### config.mk
export PLATFORM = sky130hd
export DESIGN_NAME = pipe_reg_hs_flat
export DESIGN_NICKNAME = d
export VERILOG_FILES = /design/src/rtl/pipe_reg_hs_if.sv /design/src/rtl/pipe_reg_hs.sv /design/src/flat_wrapper.sv
export SDC_FILE = /design/constraint.sdc
export NUM_CORES = 1
export LEC_CHECK = 0
export CAP_MARGIN = 30
export CORE_MARGIN = 3
export CORE_UTILIZATION = 53
export DETAILED_ROUTE_END_ITERATION = 7
export DONT_BUFFER_PORTS = 1
export PLACE_DENSITY = 0.71
export SKIP_CTS_REPAIR_TIMING = 1
export SLEW_MARGIN = 10
export SYNTH_ARGS = -nofsm -noshare
export SYNTH_HDL_FRONTEND = slang
export SYNTH_SLANG_ARGS = --single-unit
export TNS_END_PERCENT = 5
### constraint.sdc
create_clock -name ck -period 1.4 [get_ports ck]
set_input_delay 0.42 -clock ck [delete_from_list [all_inputs] [get_ports ck]]
set_output_delay 0.42 -clock ck [all_outputs]
set_load 0.05 [all_outputs]
### src/rtl/pipe_reg_hs_if.sv
// Valid/ready handshake bundle for pipe_reg_hs: upstream input side plus downstream output side.
// master drives the input word and out_ready; slave is the register pipeline.
interface pipe_reg_hs_if #(
  parameter int WIDTH = 8
);
  logic             in_valid;
  logic [WIDTH-1:0] in_data;
  logic             in_ready;
  logic             out_valid;
  logic [WIDTH-1:0] out_data;
  logic             out_ready;

  modport master (output in_valid, in_data, out_ready,
                  input  in_ready, out_valid, out_data);
  modport slave  (input  in_valid, in_data, out_ready,
                  output in_ready, out_valid, out_data);
endinterface

### src/rtl/pipe_reg_hs.sv
// DEPTH-stage valid/ready register pipeline with collapsing bubbles, synchronous flush
// and a registered occupancy count.
module pipe_reg_hs #(
  parameter  int WIDTH = 8,
  parameter  int DEPTH = 2,
  localparam int CW    = $clog2(DEPTH+1)
) (
  input  logic          ck,
  input  logic          rst_n,
  input  logic          flush,
  pipe_reg_hs_if.slave  bus,
  output logic [CW-1:0] count
);
  logic [DEPTH-1:0]            r_v;
  logic [DEPTH-1:0][WIDTH-1:0] r_d;
  logic [CW-1:0]               r_count;
  logic [DEPTH-1:0]            w_rdy;
  logic [DEPTH-1:0]            w_src_v;
  logic [DEPTH-1:0][WIDTH-1:0] w_src_d;
  logic                        w_in_xfer;
  logic                        w_out_xfer;

  // Unrolled ready chain: stage i may load if any stage from i to the output is empty,
  // or the output drains this cycle. Avoids a self-referencing vector.
  for (genvar i = 0; i < DEPTH; i++) begin : g_rdy
    assign w_rdy[i] = ~(&r_v[DEPTH-1:i]) | bus.out_ready;
  end

  assign w_src_v[0] = bus.in_valid;
  assign w_src_d[0] = bus.in_data;
  if (DEPTH > 1) begin : g_src
    assign w_src_v[DEPTH-1:1] = r_v[DEPTH-2:0];
    assign w_src_d[DEPTH-1:1] = r_d[DEPTH-2:0];
  end

  assign w_in_xfer  = bus.in_valid & w_rdy[0];
  assign w_out_xfer = r_v[DEPTH-1] & bus.out_ready;

  always_ff @(posedge ck) begin
    if (!rst_n) begin
      r_v     <= '0;
      r_d     <= '0;
      r_count <= '0;
    end else if (flush) begin
      // Data is left untouched so empty stages keep their last contents.
      r_v     <= '0;
      r_count <= '0;
    end else begin
      for (int i = 0; i < DEPTH; i++) begin
        if (w_rdy[i]) begin
          r_v[i] <= w_src_v[i];
          if (w_src_v[i]) r_d[i] <= w_src_d[i];
        end
      end
      r_count <= r_count + CW'(w_in_xfer) - CW'(w_out_xfer);
    end
  end

  assign bus.in_ready  = w_rdy[0];
  assign bus.out_valid = r_v[DEPTH-1];
  assign bus.out_data  = r_d[DEPTH-1];
  assign count         = r_count;
endmodule

### src/flat_wrapper.sv
// flat-port wrapper written by rule: the top's interface ports become plain ports
module pipe_reg_hs_flat 
#(
  parameter  int WIDTH = 8,
  parameter  int DEPTH = 2,
  localparam int CW    = $clog2(DEPTH+1)
)
  (ck, rst_n, flush, count, bus_in_valid, bus_in_data, bus_out_ready, bus_in_ready, bus_out_valid, bus_out_data);
  pipe_reg_hs_if #(.WIDTH(WIDTH)) bus_i ();
  input  logic ck;
  input  logic rst_n;
  input  logic flush;
  output logic [CW-1:0] count;
  input wire logic [$bits(bus_i.in_valid)-1:0] bus_in_valid;
  input wire logic [$bits(bus_i.in_data)-1:0] bus_in_data;
  input wire logic [$bits(bus_i.out_ready)-1:0] bus_out_ready;
  output wire logic [$bits(bus_i.in_ready)-1:0] bus_in_ready;
  output wire logic [$bits(bus_i.out_valid)-1:0] bus_out_valid;
  output wire logic [$bits(bus_i.out_data)-1:0] bus_out_data;
  assign bus_i.in_valid = bus_in_valid;
  assign bus_i.in_data = bus_in_data;
  assign bus_i.out_ready = bus_out_ready;
  assign bus_in_ready = bus_i.in_ready;
  assign bus_out_valid = bus_i.out_valid;
  assign bus_out_data = bus_i.out_data;
  pipe_reg_hs #(.WIDTH(WIDTH), .DEPTH(DEPTH)) u_core (.ck(ck), .rst_n(rst_n), .flush(flush), .bus(bus_i), .count(count));
endmodule
* Yosys cells after proc, flatten, opt, wreduce, memory -nomap -nowiden
Index checks and enable logic that the tools add are counted.
** Word-level totals
- Register bits :: 20
- Input port bits :: 13
- Output and inout port bits :: 12
** Operators by class
- Add/sub/neg operators :: 2
- Bitwise gates (word level) :: 8
- Reduce and logical (&&, ||, !) cells :: 4
** Operators by type and width (count)
- $reduce_and A3 Y1 :: 2
- $not A1 Y1 :: 4
- $add A2 B1 Y2 :: 1
- $and A1 B1 Y1 :: 2
- $or A1 B1 Y1 :: 2
- $reduce_and A2 Y1 :: 1
- $reduce_or A2 Y1 :: 1
- $sub A2 B1 Y2 :: 1

* Longest topological paths before layout
Gate-level depths: netlist (run 1).
- Word-level depth :: 6
- Gate-level depth with buffers :: 8
- Depth with buffers taken out :: 7

* Worst setup path after synthesis (run 1)
No wires, ideal clock.
- Path type :: register to register
- Start :: register u_core.r_v[1]
- End :: register u_core.r_count[1], in the netlist u_core.count[1]
- Library setup time :: 0.116 ns
- Arrival time :: 2.179 ns
- Required time :: 1.284 ns
- Slack :: -0.896 ns
- Cell stages (with the launch flop) :: 9
- Path buffers :: 1
- Period minus slack after synthesis :: 2.296 ns
- Cells stage by stage :: dfxtp_1 nor2b_4 buf_4 nand2_1 and2_1 ha_1 xor2_1 xnor2_1 nor2_1
** On the way
- Longest elaborated chain between the ends :: 6
- Elaborated cells between the ends (all ways) :: 7
** Ends and longest elaborated chain
- start: declaration :: line pipe_reg_hs.sv:14 : logic [DEPTH-1:0] r_v;
- start signal: indexed assignment :: line pipe_reg_hs.sv:51 : r_v[i] <= w_src_v[i];
- $reduce_and A2 Y1 :: line pipe_reg_hs.sv:26 : assign w_rdy[i] = ~(&r_v[DEPTH-1:i]) | bus.out_ready;
- $not A1 Y1 :: line pipe_reg_hs.sv:26
- $or A1 B1 Y1 :: line pipe_reg_hs.sv:26
- net bus_in_ready :: line flat_wrapper.sv:17 : output wire logic [$bits(bus_i.in_ready)-1:0] bus_in_ready;
- $and A1 B1 Y1 :: line pipe_reg_hs.sv:36 : assign w_in_xfer = bus.in_valid & w_rdy[0];
- $add A2 B1 Y2 :: line pipe_reg_hs.sv:55 : r_count <= r_count + CW'(w_in_xfer) - CW'(w_out_xfer);
- $sub A2 B1 Y2 :: line pipe_reg_hs.sv:55
- end signal: assignment :: line pipe_reg_hs.sv:55
- end: declaration :: line pipe_reg_hs.sv:16 : logic [CW-1:0] r_count;
The timed path passes the listed nets, and every way through them passes these cells.
A chain may end at the register's enable or synchronous reset.

* Worst setup path in the final report (run 1)
- Start :: register u_core.r_v[1]
- End :: output port bus_in_ready
** On the way
- Longest elaborated chain between the ends :: 3
** Ends and longest elaborated chain (line)
- $reduce_and A2 Y1 :: pipe_reg_hs.sv:26
- $not A1 Y1 :: pipe_reg_hs.sv:26
- $or A1 B1 Y1 :: pipe_reg_hs.sv:26
- end: declaration :: flat_wrapper.sv:17
Every way passes these cells.

==> results.py, run 1 <==
metrics = {
    "global_routing": {
        "grt_antenna_before_repair": 0,
        "grt_max_degree": 26,
        "gr-usage-all-layers": 0.1731,
        "grt_pass1_wl_mm": 2.649,
        "grt_overflow": 0,
        "grt_pass1_vias": 575,
    },
    "yosys": {
        "synthDominantCellAreaShare": 0.4255,
        "ys_seq_elements": 20,
        "synth_compound_area_frac": 0.1290,
        "synth_edf_count": 0,
        "synth_top_family_by_area": "simple AND/OR/NAND/NOR gates",
        "synth_most_common_cell": "dfxtp_1",
        "yosys-top-cells-area": "dfxtp_1, mux2i_1, buf_4, nand2_1, a21boi_1",
        "synth_top_flop_cell": "dfxtp_1",
        "netlist_instances": 104,
        "synth-seq-area-share": 0.4255,
        "yosys-top-cells-count": "dfxtp_1, nand2_1, buf_4",
        "synth.largest_area_cell": "dfxtp_1",
        "ys_types": 22,
        "syn-cell-area_um2": 940.9,
        "yosysWarnings": 0,
        "post_synth.cell_area_avg_um2": 9.047,
        "synth_fp_nets": 119,
        "synth_mux_area_frac": 0.08511,
        "synthAdderAreaFrac": 0.02660,
        "ys_async_sr_fraction": 0,
        "synth_xor_xnor_area_share": 0.01862,
        "synth-simple-area-share": 0.2008,
    },
    "placed_design": {
        "placed_area_um2": 999.7,
        "place_hpwl_mm": 1.190,
        "place_congestion": 0.6864,
        "io_buffers": 0,
        "post-place-ws_ps": -151.3,
        "place_inst": 127,
    },
    "critical_path": {
        "crit_family": "flip-flops",
        "critPathKind": "flip-flop to primary output",
        "path_buf_inv": 1,
        "start_kind": "flip-flop",
        "reg2regPathDepth": 7,
        "path_max_fanout": 3,
        "reg2reg_setup_slack_ps": -20,
        "crit_path_cell_trace": "nor2b_4 -> nand2_8 -> buf_6",
        "critPathCaptureType": "primary output",
        "arrival_ps": 1100,
        "timing.rr.end": "u_core.count[1]",
        "path_depth": 3,
        "setup.worst_path.start": "u_core.r_v[1]",
        "cp_slowest_stage_delay_ps": 360,
        "cp.required_ps": 980,
        "r2r_start": "u_core.r_v[1]",
        "critPathCapture": "bus_in_ready",
        "slowest_stage": "dfxtp_4",
    },
    "floorplan": {
        "start_util": 0.5903,
        "core-area_um2": 1594,
        "die_area_um2": 2317,
        "rows": 14,
        "die_w_um": 48.14,
        "die_h_um": 48.14,
        "num_io_pins": 25,
    },
    "drt": {
        "wl_met3_um": 137,
        "vias": 690,
        "wl_per_cell_um": 12.45,
        "drc": 0,
        "drt_iter0_markers": 10,
        "wl_mm": 1.631,
        "ant_nets": 0,
        "met1_length_um": 720,
        "highest_layer": "met4",
        "via_per_inst": 5.267,
        "drtPass1Iterations": 4,
        "dr_wl_met2_um": 738,
    },
    "finish": {
        "syn_to_final_growth_pct": 11.30,
        "final_area_um2": 1047,
        "layout.nets": 123,
        "stdcell_count": 131,
        "antenna_cells": 0,
        "fillCellCount": 155,
        "drive_above_1_share": 0.2523,
    },
    "timing": {
        "finalCritPeriodShare": 1.082,
        "clock_skew_ps": 3.946,
        "rsz0062_at_grt": "true",
        "fmax_mhz": 659.9,
        "drv_slew": 0,
        "setup_ws_ps": -115.5,
        "finalSetupTns_ps": -134.6,
        "hold_viol": 0,
        "worst_hold_slack_ps": 231.7,
        "relSlewSlack": 0.7492,
        "fin_crit_ps": 1515,
        "setup_viol": 2,
        "worstMarginPinSlew_ps": 375.4,
    },
    "pwr": {
        "irDropWorstVdd_v": 0.0005812,
        "power_density_nw_per_um2": 975.1,
        "power.leakage_uw": 0.0004150,
    },
    "clock_network": {
        "clockBufferDepth": 2,
        "cts_tree": "yes",
        "htree_levels": 1,
        "numCtsBuffers": 3,
        "clkTransAtPathRegs_ps": 110,
        "clock_latency_ps": 300,
        "cts.sinks": 20,
        "cts-root-buf": "clkbuf_4",
    },
    "run_status": {
        "violations": "setup timing",
        "status": "finished, violations left",
    },
    "min_path": {
        "hold_class": "primary input to flip-flop",
        "whs_path_depth": 2,
    },
    "job": {
        "drv_cap": 0,
    },
}
==> metrics by stage <==
| step | util | total power [µW] |
|---|---|---|
| floorplan | - | 691.7 |
| global placement | 0.6272 | 697.2 |
| detailed placement | 0.6272 | 700.2 |
| CTS | 0.6499 | 1028 |
| global route | 0.6570 | 1062 |
| finish | 0.6570 | 1021 |
==> routing by layer <==
layer | global-route usage | vias to the layer above
met5 | 0 | -
met4 | 0.08065 | 0
met3 | 0.07749 | 4
met2 | 0.2665 | 22
met1 | 0.2063 | 320
li1 | - | 344
==> cells by family after synthesis <==
| kind of cell | Yosys count |
|---|---|
| adders and majority gates | 2 |
| AOI/OAI and AO/OA | 18 |
| and+or+nand+nor | 38 |
| xor gates and xnor gates | 2 |
| DFF | 20 |
| muxes | 8 |
| buffers and inverters | 16 |
==> cell usage in the layout, fill, tap and decap left out, types with 2 or more instances in the layout <==
cell      synthesis  routed
a21boi_1          8       8
buf_4            10      10
buf_6             1       2
clkbuf_4          0       3
dfxtp_1          20      16
dfxtp_2           0       3
inv_1             3       2
mux2i_1           8       8
nand2_1          17      16
nand2b_1          3       3
nand3_1           8       8
nor2_1            5       5
o21ai_0           5       5
o21ai_1           3       3
==> report_power, final <==
group          switching (µW)  internal (µW)
Clock                     175            159
Sequential               11.7            585
Combinational            48.9           42.1
==> layout make-up <==
class	instances	area, µm²	area share
Multi-Input combinational cell	68	464.2	0.4433
Sequential cell	20	407.9	0.3895
Timing Repair Buffer	12	97.59	0.09319
Clock buffer	4	36.28	0.03465
Tap cell	24	30.03	0.02867
Inverter	3	11.26	0.01075
==> worst min path at each step <==
stage / endpoint / start
2_1_floorplan: u_core.r_d[0] / u_core.r_d[0]
3_3_place_gp: u_core.r_d[6] / u_core.r_d[6]
3_5_place_dp: u_core.r_d[7] / u_core.r_d[7]
4_1_cts: u_core.r_v[0] / bus_in_valid
5_1_grt: u_core.r_v[0] / bus_in_valid
6_report: u_core.r_v[0] / bus_in_valid
==> state kept, by name, indices dropped and copies added (netlist names) <==
| register | count |
|---|---|
| u_core.count | 2 |
| u_core.r_d | 8 |
| u_core.r_v | 2 |
| u_core.bus.out_data | 8 |
Note: power is estimated with default switching activity, not from simulation.
==> run 2, diff against run 1 <==
--- a/config.mk
+++ b/config.mk
@@ -8,10 +8,12 @@
 export CAP_MARGIN = 30
 export CORE_MARGIN = 3
 export CORE_UTILIZATION = 53
+export CTS_CLUSTER_SIZE = 16
 export DETAILED_ROUTE_END_ITERATION = 7
 export DONT_BUFFER_PORTS = 1
 export PLACE_DENSITY = 0.71
 export SKIP_CTS_REPAIR_TIMING = 1
+export SKIP_LAST_GASP = 1
 export SLEW_MARGIN = 10
 export SYNTH_ARGS = -nofsm -noshare
 export SYNTH_HDL_FRONTEND = slang
==> results.py, run 2 (same netlist as run 1, synthesis figures left out) <==
metrics = {
    "critical_path": {
        "path_max_fanout": 3,
        "start_kind": "flip-flop",
        "arrival_ps": 1100,
        "critPathCaptureType": "primary output",
        "critPathKind": "flip-flop to primary output",
        "cp.required_ps": 980,
    },
    "floorplan": {
        "die_area_um2": 2317,
        "rows": 14,
        "die_h_um": 48.14,
        "num_io_pins": 25,
        "die_w_um": 48.14,
        "start_util": 0.5903,
        "core-area_um2": 1594,
    },
    "finish": {
        "layout.nets": 123,
        "drive_above_1_share": 0.2150,
        "syn_to_final_growth_pct": 10.51,
        "layout_common_cells": "dfxtp_1, nand2_1, buf_4",
        "seq_area_um2": 404.1,
        "antenna_cells": 0,
        "final_core_util": 0.6523,
        "final_area_um2": 1040,
        "fillCellCount": 153,
        "multiInputGateArea_um2": 464.2,
        "layout.cells.most_common": "dfxtp_1",
    },
    "global_routing": {
        "grt_pass1_wl_mm": 2.649,
        "grt_pass1_vias": 575,
        "grt_antenna_before_repair": 0,
        "grt_overflow": 0,
        "gr-usage-all-layers": 0.1731,
        "grt_max_degree": 26,
    },
    "placed_design": {
        "place_congestion": 0.6864,
        "placed_area_um2": 999.7,
        "place_hpwl_mm": 1.190,
        "io_buffers": 0,
    },
    "clock_network": {
        "cts_tree": "yes",
        "htree_levels": 1,
        "clock_latency_ps": 300,
        "clockBufferDepth": 2,
        "cts.sinks": 20,
        "numCtsBuffers": 3,
        "clkTransAtPathRegs_ps": 110,
        "cts-root-buf": "clkbuf_4",
    },
    "timing": {
        "fmax_mhz": 659.9,
        "rsz0062_at_grt": "true",
        "setup_viol": 2,
        "drv_slew": 0,
        "worstMarginPinSlew_ps": 508.3,
        "setup_ws_ps": -115.5,
        "fin_crit_ps": 1515,
        "finalCritPeriodShare": 1.082,
        "hold_viol": 0,
        "relSlewSlack": 0.6607,
        "clock_skew_ps": 3.946,
    },
    "pwr": {
        "p_clk_frac": 0.327,
        "switching_share": 0.2306,
        "power_frac_comb": 0.088,
        "irDropWorstVdd_v": 0.0005812,
        "p_seq_frac": 0.585,
        "power.leakage_uw": 0.0004149,
        "switching_power_uw": 235.2,
        "p_int_uw": 784.9,
        "power_density_nw_per_um2": 981.1,
    },
    "drt": {
        "ant_nets": 0,
        "via_per_inst": 5.260,
        "vias": 689,
        "wl_mm": 1.630,
        "drt_iter0_markers": 10,
        "drc": 0,
        "wl_per_cell_um": 12.44,
        "drtPass1Iterations": 4,
    },
    "job": {
        "drv_cap": 0,
    },
    "run_status": {
        "status": "finished, violations left",
        "violations": "setup timing",
    },
    "min_path": {
        "hold_class": "primary input to flip-flop",
    },
}
==> run 2: metrics by stage <==
stage	hold slack [ps]	power, µW	setup slack, ps	std cells	setup TNS, ps
finish	231.7	1020	-115.5	131	-154.1
global route	219.0	1060	-163.4	131	-363.6
CTS	225.6	1028	-154.8	131	-214.0
detailed placement	446.1	700.2	-151.3	127	-151.3
global placement	444.3	697.2	-100.2	127	-100.2
floorplan	435.0	691.7	-281.8	104	-357.2
==> run 2: routing by layer <==
metal	global-route usage	up-vias	part of all wire
met5	0	-	0
met4	0.08065	0	0.021
met3	0.07749	4	0.088
met2	0.2665	22	0.45
met1	0.2063	319	0.44
li1	-	344	-
==> run 2: worst max-delay path: stages, from the launching register on <==
cell and delay (ps):
dfxtp_4 360, nor2b_4 220, nand2_8 60, buf_6 150
==> run 2: worst paths after layout <==
| check | from | end | slack [ps] | cells past startpoint |
|---|---|---|---|---|
| max | u_core.r_v[1] | bus_in_ready | -120 | 3 |
| min | bus_in_valid | u_core.r_v[0] | 230 | 2 |
| max reg2reg | u_core.r_v[1] | u_core.count[1] | -40 | 7 |
| min reg2reg | u_core.r_d[5] | u_core.r_d[5] | 470 | 2 |
==> run 2: layout make-up <==
class,count,share of cell area
multi-input cells,68,0.4464
flip-flops and latches,20,0.3887
repair buffers,12,0.09025
clock buffers,4,0.03490
well taps,24,0.02888
inverters,3,0.01083
==> run 2: power groups by stage <==
stage / combinational (µW) / clock (µW) / sequential, µW
6_report: 89.9 / 334 / 596
4_1_cts: 91.0 / 341 / 597
2_1_floorplan: 74.3 / 0 / 617
3_5_place_dp: 90.7 / 0 / 610
3_3_place_gp: 88.2 / 0 / 609
5_1_grt: 100 / 362 / 598
